[src/rtl/nin_vdata_sequencer_if.sv]
// nin_vdata_sequencer_if: upstream pixel-pair ready/valid bundle.
// master = pixel source, slave = sequencer.
`timescale 1ns/1ps
interface nin_vdata_sequencer_if;
    logic       pix_valid;
    logic       pix_ready;
    logic [7:0] pix_y1;
    logic [7:0] pix_y2;
    logic [7:0] pix_cb;
    logic [7:0] pix_cr;

    modport master (
        output pix_valid,
        output pix_y1,
        output pix_y2,
        output pix_cb,
        output pix_cr,
        input  pix_ready
    );

    modport slave (
        input  pix_valid,
        input  pix_y1,
        input  pix_y2,
        input  pix_cb,
        input  pix_cr,
        output pix_ready
    );
endinterface

[src/rtl/nin_vdata_sequencer.sv]
// nin_vdata_sequencer: raster timing and VData/CSel byte sequencer.
// Build option NINVID_INTERLACE_EN enables odd/even field tracking.
`timescale 1ns/1ps
module nin_vdata_sequencer #(
    parameter int H_ACTIVE    = 640,
    parameter int H_BLANK     = 64,
    parameter int V_ACTIVE    = 480,
    parameter int V_BLANK     = 45,
    parameter int HSYNC_PIX   = 32,
    parameter int BURST_PIX   = 16,
    parameter int VSYNC_LINES = 3
) (
    input  logic                  VClock,
    input  logic                  VReset_n,
    input  logic                  en,
    input  logic                  non_interlaced,
    nin_vdata_sequencer_if.slave  pix,
    output logic [7:0]            VData,
    output logic                  CSel,
    output logic                  frame_start,
    output logic                  underflow
);
    localparam int HG = (H_ACTIVE + H_BLANK) / 2;
    localparam int VT = V_ACTIVE + V_BLANK;
    localparam int HW = $clog2(HG + 1);
    localparam int VW = $clog2(VT + 1);

    localparam logic [HW-1:0] H_LAST      = HW'(HG - 1);
    localparam logic [HW-1:0] H_ACT       = HW'(H_ACTIVE / 2);
    localparam logic [HW-1:0] H_ACT_LAST  = HW'(H_ACTIVE / 2 - 1);
    localparam logic [HW-1:0] H_SYNC_END  = HW'((H_ACTIVE + HSYNC_PIX) / 2);
    localparam logic [HW-1:0] H_BURST_END =
        HW'((H_ACTIVE + HSYNC_PIX + BURST_PIX) / 2);
    localparam logic [VW-1:0] V_LAST      = VW'(VT - 1);
    localparam logic [VW-1:0] V_ACT       = VW'(V_ACTIVE);
    localparam logic [VW-1:0] V_SYNC_END  = VW'(V_ACTIVE + VSYNC_LINES);

    // pair layout {Y1, Cb, Y2, Cr}
    localparam logic [31:0] BLANK_PAIR = 32'h1080_1080;

    typedef enum logic [1:0] {IDLE, ACTIVE, HBLANK, VBLANK} state_t;

    state_t        state_q, state_d;
    logic [2:0]    slot_q, slot_d;
    logic [HW-1:0] h_q, h_d;
    logic [VW-1:0] v_q, v_d;
    logic [31:0]   pair_q, pair_d;
    logic [7:0]    vdata_q, vdata_d;
    logic          csel_q, csel_d;
    logic          ready_q, ready_d;
    logic          fs_q, fs_d;
    logic          und_q, und_d;
    logic          en_q;
    logic          grp_end, line_end, frame_end;
    logic          hs, burst, vs, blank;
    logic          ni_d, odd_d;
    logic [7:0]    flags;

    assign grp_end   = (slot_q == 3'd4);
    assign line_end  = grp_end && (h_q == H_LAST);
    assign frame_end = line_end && (v_q == V_LAST);

    // State register
    always_ff @(posedge VClock or negedge VReset_n) begin
        if (!VReset_n) state_q <= IDLE;
        else           state_q <= state_d;
    end

    // Next-state: state always names the kind of group being emitted
    always_comb begin
        state_d = state_q;
        unique case (state_q)
            IDLE:    if (en) state_d = ACTIVE;
            ACTIVE:  if (grp_end && h_q == H_ACT_LAST) state_d = HBLANK;
            HBLANK:  if (line_end) state_d = (v_d < V_ACT) ? ACTIVE : VBLANK;
            VBLANK:  if (frame_end) state_d = en ? ACTIVE : IDLE;
            default: state_d = IDLE;
        endcase
    end

    // Raster counters advance one slot per cycle while running
    always_comb begin
        slot_d = slot_q;
        h_d    = h_q;
        v_d    = v_q;
        if (state_q != IDLE) begin
            slot_d = grp_end ? 3'd0 : slot_q + 3'd1;
            if (grp_end) h_d = (h_q == H_LAST) ? '0 : h_q + 1'b1;
            if (line_end) v_d = (v_q == V_LAST) ? '0 : v_q + 1'b1;
        end
    end

    // Pair for slots 1-4 is latched at the end of slot 0
    always_comb begin
        pair_d = pair_q;
        if (state_q != IDLE && slot_q == 3'd0) begin
            pair_d = (ready_q && pix.pix_valid) ?
                {pix.pix_y1, pix.pix_cb, pix.pix_y2, pix.pix_cr} :
                BLANK_PAIR;
        end
    end

    assign fs_d = (state_d == ACTIVE) && (slot_d == 3'd0) &&
                  (h_d == '0) && (v_d == '0);

    // Starved active group sets the flag; a rising en clears it
    assign und_d = (und_q && !(en && !en_q)) || (ready_q && !pix.pix_valid);

`ifdef NINVID_INTERLACE_EN
    logic ni_q, odd_q;

    assign ni_d  = fs_d ? non_interlaced : ni_q;
    assign odd_d = fs_d ? (non_interlaced | ~odd_q) : odd_q;

    // Field mode and parity, updated at each frame start
    always_ff @(posedge VClock or negedge VReset_n) begin
        if (!VReset_n) begin
            ni_q  <= 1'b1;
            odd_q <= 1'b1;
        end else begin
            ni_q  <= ni_d;
            odd_q <= odd_d;
        end
    end
`else
    logic unused_ni;

    assign unused_ni = non_interlaced;
    assign ni_d      = 1'b1;
    assign odd_d     = 1'b1;
`endif

    assign blank = (state_d != ACTIVE);
    assign hs    = (h_d >= H_ACT) && (h_d < H_SYNC_END);
    assign burst = (h_d >= H_SYNC_END) && (h_d < H_BURST_END);
    assign vs    = (v_d >= V_ACT) && (v_d < V_SYNC_END);
    assign flags = {hs | vs, odd_d, vs, hs, burst, blank, 1'b0, ni_d};

    // Output decode for the slot about to be presented
    always_comb begin
        vdata_d = 8'h00;
        csel_d  = 1'b0;
        ready_d = 1'b0;
        if (state_d != IDLE) begin
            unique case (slot_d)
                3'd0: begin
                    vdata_d = flags;
                    csel_d  = 1'b1;
                    ready_d = (state_d == ACTIVE);
                end
                3'd1:    vdata_d = pair_d[31:24];
                3'd2:    vdata_d = pair_d[23:16];
                3'd3:    vdata_d = pair_d[15:8];
                3'd4:    vdata_d = pair_d[7:0];
                default: vdata_d = 8'h00;
            endcase
        end
    end

    // Raster position, captured pair and registered outputs
    always_ff @(posedge VClock or negedge VReset_n) begin
        if (!VReset_n) begin
            slot_q  <= '0;
            h_q     <= '0;
            v_q     <= '0;
            pair_q  <= BLANK_PAIR;
            vdata_q <= 8'h00;
            csel_q  <= 1'b0;
            ready_q <= 1'b0;
            fs_q    <= 1'b0;
            und_q   <= 1'b0;
            en_q    <= 1'b0;
        end else begin
            slot_q  <= slot_d;
            h_q     <= h_d;
            v_q     <= v_d;
            pair_q  <= pair_d;
            vdata_q <= vdata_d;
            csel_q  <= csel_d;
            ready_q <= ready_d;
            fs_q    <= fs_d;
            und_q   <= und_d;
            en_q    <= en;
        end
    end

    assign VData         = vdata_q;
    assign CSel          = csel_q;
    assign frame_start   = fs_q;
    assign underflow     = und_q;
    assign pix.pix_ready = ready_q;
endmodule

[src/flat_wrapper.sv]
// flat-port wrapper written by rule: the top's interface ports become plain ports
module nin_vdata_sequencer_flat 
#(
    parameter int H_ACTIVE    = 640,
    parameter int H_BLANK     = 64,
    parameter int V_ACTIVE    = 480,
    parameter int V_BLANK     = 45,
    parameter int HSYNC_PIX   = 32,
    parameter int BURST_PIX   = 16,
    parameter int VSYNC_LINES = 3
)
  (VClock, VReset_n, en, non_interlaced, VData, CSel, frame_start, underflow, pix_pix_valid, pix_pix_y1, pix_pix_y2, pix_pix_cb, pix_pix_cr, pix_pix_ready);
  nin_vdata_sequencer_if pix_i ();
  input  logic VClock;
  input  logic VReset_n;
  input  logic en;
  input  logic non_interlaced;
  output logic [7:0] VData;
  output logic CSel;
  output logic frame_start;
  output logic underflow;
  input wire logic [$bits(pix_i.pix_valid)-1:0] pix_pix_valid;
  input wire logic [$bits(pix_i.pix_y1)-1:0] pix_pix_y1;
  input wire logic [$bits(pix_i.pix_y2)-1:0] pix_pix_y2;
  input wire logic [$bits(pix_i.pix_cb)-1:0] pix_pix_cb;
  input wire logic [$bits(pix_i.pix_cr)-1:0] pix_pix_cr;
  output wire logic [$bits(pix_i.pix_ready)-1:0] pix_pix_ready;
  assign pix_i.pix_valid = pix_pix_valid;
  assign pix_i.pix_y1 = pix_pix_y1;
  assign pix_i.pix_y2 = pix_pix_y2;
  assign pix_i.pix_cb = pix_pix_cb;
  assign pix_i.pix_cr = pix_pix_cr;
  assign pix_pix_ready = pix_i.pix_ready;
  nin_vdata_sequencer #(.H_ACTIVE(H_ACTIVE), .H_BLANK(H_BLANK), .V_ACTIVE(V_ACTIVE), .V_BLANK(V_BLANK), .HSYNC_PIX(HSYNC_PIX), .BURST_PIX(BURST_PIX), .VSYNC_LINES(VSYNC_LINES)) u_core (.VClock(VClock), .VReset_n(VReset_n), .en(en), .non_interlaced(non_interlaced), .pix(pix_i), .VData(VData), .CSel(CSel), .frame_start(frame_start), .underflow(underflow));
endmodule
[config.mk]
export PLATFORM = sky130hd
export DESIGN_NAME = nin_vdata_sequencer_flat
export DESIGN_NICKNAME = d
export VERILOG_FILES = /design/src/rtl/nin_vdata_sequencer_if.sv /design/src/rtl/nin_vdata_sequencer.sv /design/src/flat_wrapper.sv
export SDC_FILE = /design/constraint.sdc
export NUM_CORES = 1
export LEC_CHECK = 0
export CORE_MARGIN = 1.5
export CORE_UTILIZATION = 51
export CTS_BUF_LIST = sky130_fd_sc_hd__clkbuf_8
export DETAILED_ROUTE_END_ITERATION = 16
export GPL_TIMING_DRIVEN = 0
export PLACE_DENSITY = 0.86
export SLEW_MARGIN = 20
export SYNTH_ARGS = -nofsm -noshare
export SYNTH_HDL_FRONTEND = slang
export SYNTH_SLANG_ARGS = --single-unit
[constraint.sdc]
create_clock -name VClock -period 2.5 [get_ports VClock]
set_input_delay 0.25 -clock VClock [delete_from_list [all_inputs] [get_ports VClock]]
set_output_delay 0.25 -clock VClock [all_outputs]
set_load 0.02 [all_outputs]
==> out/results.txt, run 1 <==
First-pass GRT wire length: 16.2 mm. In this run, the number of DRC markers left after iteration 0 of detailed routing was 410. The critical path goes through inv_2 > ha_4 > buf_4 > nand2_1 > nor4_1 > o21ai_0 > a211o_1 > and2_1 > nor4b_2. In this design, the largest share of critical-path delay is due to simple AND/OR/NAND/NOR gates. The floorplan has 30 rows.

The wire length per cell after detailed routing is 19.0 um. The worst pin sits at a relative slew slack of 56.3%. In this run, distinct cell masters in the synthesized netlist total 55. The total power of the final layout is 4.85 mW, and the total number of H-tree levels is 3.

The worst setup path is of the reg2reg kind. The worst register-to-register path begins at u_core.slot_q[1]. The placed instances occupy a cell area of 4140 sq um. Counting flops with a built-in enable in the synthesized netlist gives 0.

The cell area that synthesis handed to floorplanning was 3550 sq um. By area, the combinational part of the netlist is dominated by simple AND/OR/NAND/NOR gates. The synthesized design contains 69 register bits.

The count of placed standard cells including taps is 528, and the number of search-and-repair iterations in the first detailed-routing pass is 5. The maximum buffer depth of the clock tree was 2; the power per standard cell area was 997 nW/um^2. Commonest register cell after synthesis: sky130_fd_sc_hd__dfrtp_1.

Total overflow reported by the global router: 0. TritonCTS built the clock tree. The tool flagged a number of max-cap violations equal to 0. Counting every net in the synthesized netlist gives 442. The compound-gate portion of the synthesized area came out at 14.1%.

Global routing used 28.0% of the available tracks. The region available for standard cell placement spans 6760 sq um. The path class of the tightest hold or removal check is in2async.

The worst setup path is launched from a flop. In this run the horizontal extent of the chip is 86.4 um. The count of buffers from port buffering came out at 47.

Once layout is complete, the cells apart from fillers number 575. For the utilization of the core after routing, the log shows 71.9%. The total number of nets in the final design is 532. After synthesis, flip-flops and latches occupy 48.8% of the total area.

The final number of max-transition violations is 0, and the setup slack of the critical path after layout is -208 ps. The synthesized netlist devotes 1.97% of its cell area to XOR and XNOR gates. The count of filler cells inserted in the layout came out at 463.

The final reports fail on setup timing. The total clock buffers created by CTS is 9, and the number of clock sinks is 69. The worst-case IR drop observed on VDD is 0.625 mV.

The endpoint identified for the worst register-to-register timing path is u_core.frame_start. After clock tree synthesis, the clock-pin slew on the worst setup and hold paths is 80 ps. During I/O placement, the number of pins put on the boundary was 49. Post-synthesis to final-layout area growth: 36.9%.

In the finished design, the share of the clock period the worst path needs comes to 108%. The run finished, with violations left. The via count of the first global-routing pass was 3281; the leakage power was 2.24 nW.

Clock tree synthesis selected as its root buffer the cell sky130_fd_sc_hd__clkbuf_8. Of all nets on the critical path, the largest fanout is 4. The routed layout has 3606 vias. Shortest clock period the worst path allows after layout: 2710 ps.

The number of antenna violations at the first check in global routing was 0; the required time at the endpoint of the critical path was 2750 ps. The number of buffers and inverters on the critical path is 2. Hold is met by 367 ps. The async set-or-reset flop fraction in the synthesized netlist came out at 100%.

The final hold violation count was 0; the synthesis warning total was 0. The number of antenna diodes in the final layout is 0. In the synthesized netlist, mux cells make up 0.846% of the area. At the pin with the least slew margin, the transition time is 649 ps. Once detailed placement completed, the half-perimeter wirelength came to 6.27 mm. Timing would allow up to 0.369 GHz.

Setup violations remaining at the end of the flow were counted as 12. Clock insertion delay at the later pin of the skew report: 350 ps. The DRC violations left is 0. Summing the areas of all fa, ha and maj instances in the mapped netlist gives 1.76% of the synthesized area. The run gives 52.5% as the effective utilization at floorplan. Of the total synthesized cell area, the portion taken by AND, OR, NAND and NOR gates is 28.2%. In the synthesized netlist, the number of instances is 400. The post-route netlist has 22.0% of its cells at a drive strength greater than 1. STA classifies the critical path endpoint as a flop.

The depth of the worst register-to-register path was 9; the die extent in y was 86.4 um. The run gives 42 as the maximum number of pins on one net before global-route repair. The largest individual stage delay along the critical path comes from the cell sky130_fd_sc_hd__nor4_1. The clock arrives with 11.0 ps of skew. The die area is 7470 sq um.

Wire length reported by the detailed router: 10.9 mm. The finished cells cover 4860 sq um. The tools report the number of antenna-violating nets in the routed design as 0. The mean instance size in the synthesized netlist was 8.87 sq um; the global placement routability congestion was 0.850.

Data arrives at the worst endpoint at 2960 ps. Setup repair after global routing could not meet its margin everywhere. Setup slack on the worst reg-to-reg path comes out at -210 ps. On the worst path, the slowest cell contributes a delay of 590 ps. After detailed routing, the number of vias per cell comes to 6.27.
[cell usage after synthesis (2+ instances only)]
library cell	number	area [sq um]
sky130_fd_sc_hd__nor4_4	2	42.5
sky130_fd_sc_hd__mux2i_1	3	30.0
sky130_fd_sc_hd__and3_1	3	18.8
sky130_fd_sc_hd__o21ai_1	3	15.0
sky130_fd_sc_hd__nor2_1	17	63.8
sky130_fd_sc_hd__or3_1	3	18.8
sky130_fd_sc_hd__a21o_1	5	37.5
sky130_fd_sc_hd__buf_1	2	7.51
sky130_fd_sc_hd__nor4_1	9	56.3
sky130_fd_sc_hd__a31oi_1	3	18.8
sky130_fd_sc_hd__a311oi_1	2	17.5
sky130_fd_sc_hd__ha_1	5	62.6
sky130_fd_sc_hd__dfstp_2	4	105
sky130_fd_sc_hd__nand2b_1	4	25.0
sky130_fd_sc_hd__dfrtp_1	65	1630
sky130_fd_sc_hd__nand4b_1	2	17.5
sky130_fd_sc_hd__nand3_1	48	240
sky130_fd_sc_hd__clkbuf_1	14	52.6
sky130_fd_sc_hd__or2_2	2	12.5
sky130_fd_sc_hd__nand4_1	8	50.1
sky130_fd_sc_hd__inv_1	17	63.8
sky130_fd_sc_hd__xnor2_1	6	52.6
sky130_fd_sc_hd__o211a_1	2	20.0
sky130_fd_sc_hd__nand2_1	80	300
sky130_fd_sc_hd__buf_2	4	20.0
sky130_fd_sc_hd__and4_1	2	17.5
sky130_fd_sc_hd__a21oi_1	16	80.1
sky130_fd_sc_hd__xor2_1	2	17.5
sky130_fd_sc_hd__nor3_1	8	40.0
sky130_fd_sc_hd__and2_1	5	31.3
sky130_fd_sc_hd__a32oi_1	2	17.5
sky130_fd_sc_hd__o21ai_0	24	120
sky130_fd_sc_hd__a22o_1	3	26.3
sky130_fd_sc_hd__o211ai_1	4	30.0
[state kept, by name (all words and copies together) (netlist names)]
register / flops
u_core.slot_q: 3
u_core.VData: 8
u_core.pair_q: 32
u_core.en_q: 1
u_core.frame_start: 1
u_core.v_q: 10
u_core.underflow: 1
u_core.h_q: 9
u_core.pix.pix_ready: 1
u_core.state_q: 2
u_core.CSel: 1
[report_power, final]
part           internal [mW]  switching, mW
Clock                  0.598          0.467
Sequential              1.46          0.127
Combinational          0.824           1.38
[worst reg2reg max path, cell delays in order (launching register included)]
cell	delay (ps)
sky130_fd_sc_hd__dfrtp_1	420
sky130_fd_sc_hd__inv_2	90
sky130_fd_sc_hd__ha_4	180
sky130_fd_sc_hd__buf_4	140
sky130_fd_sc_hd__nand2_1	70
sky130_fd_sc_hd__nor4_1	590
sky130_fd_sc_hd__o21ai_0	250
sky130_fd_sc_hd__a211o_1	370
sky130_fd_sc_hd__and2_1	230
sky130_fd_sc_hd__nor4b_2	270
[what timing repair did]
action                                 CTS  global route
resized for setup                       27            39
hold buffers                             1             0
setup endpoints to repair               11            12
buffers inserted                        16            18
endpoints found under the hold margin   26             0
pin swaps                               13            14
cloned                                   0             0
[through the flow]
step	setup WS, ps	setup TNS (ps)
final	-208	-929
after global routing	-258	-1810
after detailed placement	-526	-3290
after CTS	-7.60	-7.60
after floorplan	70.0	0
after global placement	-1110	-75630
[how the worst max path moves through the flow]
| stage | from | endpoint | cells past startpoint |
|---|---|---|---|
| detailed placement | u_core.slot_q[0] | u_core.frame_start | 9 |
| floorplan | u_core.slot_q[0] | u_core.frame_start | 9 |
| finish | u_core.slot_q[1] | u_core.frame_start | 9 |
| global placement | VReset_n | u_core.pair_q[13] | 1 |
| CTS | u_core.v_q[5] | u_core.frame_start | 9 |
| global route | u_core.slot_q[1] | u_core.frame_start | 9 |
[per-layer routing]
| layer | up-vias | global-route usage (%) | share of wire, % |
|---|---|---|---|
| met4 | 0 | 8.94 | 4.4 |
| li1 | 1607 | - | - |
| met3 | 66 | 4.76 | 7.7 |
| met2 | 236 | 48.5 | 50 |
| met1 | 1697 | 36.0 | 38 |
| met5 | - | 0 | 0 |
[layout make-up]
class                           count  area, sq um  area share (%)
Clock inverter                      6         93.8            1.93
Multi-Input combinational cell    293         1870            38.5
Tap cell                           80          100            2.06
Clock buffer                       10          138            2.83
Timing Repair Buffer               83          757            15.6
Buffer                             17         97.6            2.01
Inverter                           17         63.8            1.31
Sequential cell                    69         1740            35.7
[kinds of logic after synthesis]
group	count (synthesis)
buffers and inverters	38
XOR/XNOR	8
adder cells (fa/ha/maj)	5
AO/OA/AOI/OAI	77
AND/OR/NAND/NOR	200
multiplexers	3
flip-flops	69
[cells in the final DEF, fill, tap and decap left out, drive strengths merged, types with 5 or more instances in the layout]
cell,netlist,final
nand2,80,80
dfrtp,65,65
nand3,48,48
clkdlybuf4s50,0,46
buf,7,43
o21ai,27,27
clkbuf,14,20
inv,17,19
nor2,17,17
a21oi,16,16
nor4,11,11
nand4,8,8
nor3,8,8
xnor2,6,6
a21o,5,5
and2,5,5
o211ai,5,5
ha,5,5
Note: power is estimated with default switching activity, not from simulation.
==> run 2, diff against run 1 <==
--- a/config.mk
+++ b/config.mk
@@ -11,7 +11,7 @@
 export DETAILED_ROUTE_END_ITERATION = 16
 export GPL_TIMING_DRIVEN = 0
 export PLACE_DENSITY = 0.86
-export SLEW_MARGIN = 20
+export SLEW_MARGIN = 10
 export SYNTH_ARGS = -nofsm -noshare
 export SYNTH_HDL_FRONTEND = slang
 export SYNTH_SLANG_ARGS = --single-unit
==> results of run 2 <==
The final DEF is identical to that of run 1; final timing and power are the same.
==> run 3, diff against run 2 <==
--- a/config.mk
+++ b/config.mk
@@ -11,6 +11,7 @@
 export DETAILED_ROUTE_END_ITERATION = 16
 export GPL_TIMING_DRIVEN = 0
 export PLACE_DENSITY = 0.86
+export SKIP_CTS_REPAIR_TIMING = 1
 export SLEW_MARGIN = 10
 export SYNTH_ARGS = -nofsm -noshare
 export SYNTH_HDL_FRONTEND = slang
==> run 3 against run 2 <==
Compared with the run above:
- the flow still finishes with violations (setup timing)
- sequential cell count is the same
- sequential power is essentially flat
- final cell count shrank 0.17%
- clock skew shrank 1.6 ps
- cell area grew 0.28%
- total power grew 1.5%
- worst setup slack gained 31 ps
- combinational power grew 3%
- non-clock buffer count shrank 1
- clock-buffer cell count is the same
- fmax grew 1.2%
==> out/results.txt, run 3 (synthesis results as in run 1) <==
The run finished, with violations left. The final reports fail on setup timing. The half-perimeter wire length after placement was 6.27 mm (unchanged); the standard cell core area was 6760 sq um (unchanged).

The maximum buffer depth of the clock tree was 2 (unchanged); the number of antenna-violating nets in the routed design was 0 (unchanged). The required time at the endpoint of the critical path is 2750 ps (about the same), and the global-route total usage across every layer is 25.7% (-2.4 points). The leakage power came out at 2.24 nW (-0.17%). Via count of the first global-routing pass: 3096 (-5.6%). The run gives 34.1% (-1.9 points) as the met1 global-route usage. The final setup violation count is 6 (-6), and the total I/O pin count is 49 (unchanged).

The total overflow reported by the global router was 0 (unchanged); the signal arrival time at the worst endpoint was 2930 ps (-30 ps). The tools report the total area of sequential cells as 1730 sq um (-0.14%). The run gives 0.374 GHz (+1.2%) as the peak clock frequency supported by timing. Leading cell type in the layout, fill and taps excluded: sky130_fd_sc_hd__nand2_1. The maximum number of pins on one net before global-route repair is 42 (unchanged). The area of all placed cells without fillers was 4870 sq um (+0.28%); the met2 track utilization from global routing was 42.2% (-6.3 points).

The run gives 0.850 (unchanged) as the global placement routability congestion. The tools report the type of element launching the critical path as a flop. Most used routing layer: met2.

The flip-flop count of the largest register after layout is 32 (unchanged). For the die area, the log shows 7470 sq um (unchanged). The per-cell via count in the routed design is 6.21 (-0.91%). DRC violations left: 0 (unchanged). The final number of max-transition violations was 0 (unchanged); the starting DRC count in detailed routing was 357 (-13%). The worst register-to-register path begins at u_core.v_q[5]. The worst hold path belongs to the class in2async. Clock transition at the register clock pins on the worst setup and hold paths after CTS: 80 ps (about the same). The tools report the capture instance of the worst register-to-register path as u_core.frame_start. For the total number of nets in the final design, the log shows 531 (-0.19%). The total number of H-tree levels was 3 (unchanged). The run gives 1910 sq um (+1.7%) as the area of the multi-input gates. The count of filler cells inserted in the layout was 472 (+1.9%). The flop-to-flop setup slack is -180 ps (+30 ps), and the count of buffers from port buffering is 47 (unchanged).

The floorplan row count is 30 (unchanged). The met3 track utilization from global routing came out at 4.86% (+0.095 points). The number of antenna violations at the first check in global routing is 0 (unchanged). Shortest clock period the worst path allows after layout: 2680 ps (-30.8 ps). The endpoint kind of the worst setup timing path is a flop. The power per standard cell area was 1010 nW/um^2 (+1.2%).

The logs give 14.8 mm (-8.3%) for the first-pass GRT wire length and 61.8% (+5.5 points) for the max-slew headroom at the worst pin. The tools report the clock root buffer as sky130_fd_sc_hd__clkbuf_8. The run gives 3567 (-1.1%) as the total via count in the routed design. For the number of search-and-repair iterations in the first detailed-routing pass, the log shows 5 (unchanged).

The die extent in y is 86.4 um (unchanged). Final clock period utilization by the worst path: 107% (-1.2 points). For the final hold violation count, the log shows 0 (unchanged). The total clock buffers created by CTS was 9 (unchanged). The run gives 0.665 mV (+6.5%) as the worst vdd rail ir drop. The die outline width was 86.4 um (unchanged); the maximum fanout along the worst path was 7 (+3).

The clock insertion delay at the later pin of the skew report is 350 ps (about the same), and the number of clock sinks is 69 (unchanged). The post-synthesis to final-layout area growth is 37.3%. The library cells used most frequently in the layout, excluding fill and tap cells, are 80 x sky130_fd_sc_hd__nand2_1, 63 x sky130_fd_sc_hd__dfrtp_1, 48 x sky130_fd_sc_hd__nand3_1. The tools report the clock skew after layout as 9.42 ps (-1.58 ps).

Depth of the worst register-to-register path: 9 (unchanged). Setup repair after global routing could not meet its margin everywhere. The standard cell area after detailed placement was 4140 sq um (unchanged); the wire length per cell after detailed routing was 18.5 um (-2.6%). Critical setup path kind: reg2reg.

TritonCTS built the clock tree. The fraction of layout cells with a size suffix above 1 came out at 22.3% (+0.25 points). The largest registers in the layout are u_core.pair_q (32), u_core.v_q (10), u_core.h_q (9). The tools report the effective utilization at floorplan as 52.5% (unchanged). The actual slew at the worst max-slew pin works out to 567 ps (-81.9 ps).

The logs give 4.92 mW (+1.5%) for the total power of the final layout and 0 (unchanged) for the count of maximum capacitance violations. The wire length reported by the detailed router was 10.6 mm (-2.8%); the count of inserted antenna diode cells was 0 (unchanged). More flip-flops sit in one register than any other, and that register is u_core.pair_q. The setup slack of the critical path after layout was -177 ps (+30.8 ps).
run 3: worst max-delay path by stage:
stage,startpoint,end,slack (ps),depth (start not counted)
2_1_floorplan,u_core.slot_q[0],u_core.frame_start,70,9
3_3_place_gp,VReset_n,u_core.pair_q[13],-1110,1
3_5_place_dp,u_core.slot_q[0],u_core.frame_start,-530,9
4_1_cts,u_core.slot_q[0],u_core.frame_start,-530,9
5_1_grt,u_core.h_q[0],u_core.frame_start,-230,10
6_report,u_core.v_q[5],u_core.frame_start,-180,9
run 3: through the flow:
| stage | cells | hold slack (ps) | utilization, % | setup WS (ps) | setup TNS [ps] |
|---|---|---|---|---|---|
| finish | 574 | 364 | 72.1 | -177 | -355 |
| global route | 574 | 391 | 72.1 | -228 | -1410 |
| CTS | 544 | -162 | 64.7 | -530 | -3550 |
| detailed placement | 528 | 207 | 61.2 | -526 | -3290 |
| global placement | 527 | 441 | 61.0 | -1110 | -75630 |
| floorplan | 400 | -45.6 | - | 70.0 | 0 |
run 3: layout make-up:
type                            count  share of cell area, %
Tap cell                           80                   2.05
Sequential cell                    69                   35.6
Multi-Input combinational cell    293                   39.1
Inverter                           17                   1.31
Buffer                             19                   2.03
Clock inverter                      6                   1.93
Clock buffer                       10                   2.82
Timing Repair Buffer               80                   15.2
run 3: per-layer routing:
| layer | part of all wire [%] | vias to the layer above |
|---|---|---|
| met5 | 0 | - |
| met4 | 4.8 | 0 |
| met3 | 7.1 | 62 |
| met2 | 50 | 204 |
| met1 | 38 | 1700 |
| li1 | - | 1601 |
run 3: critical path: stages, from the launching register on:
cell and delay [ps]:
sky130_fd_sc_hd__dfrtp_1 380, sky130_fd_sc_hd__buf_6 130, sky130_fd_sc_hd__or3_4 380, sky130_fd_sc_hd__nor4_4 270, sky130_fd_sc_hd__buf_6 190, sky130_fd_sc_hd__o21ai_2 60
sky130_fd_sc_hd__a22o_1 250, sky130_fd_sc_hd__nor4_2 390, sky130_fd_sc_hd__nand4b_1 240, sky130_fd_sc_hd__nor4b_4 290
run 3: power breakdown:
part	total (mW)	leakage, nW	internal [mW]	switching (mW)
sequential	1.59	0.913	1.45	0.140
combinational	2.26	1.21	0.865	1.39
clock	1.07	0.113	0.598	0.469
total	4.92	2.24	2.92	2.00
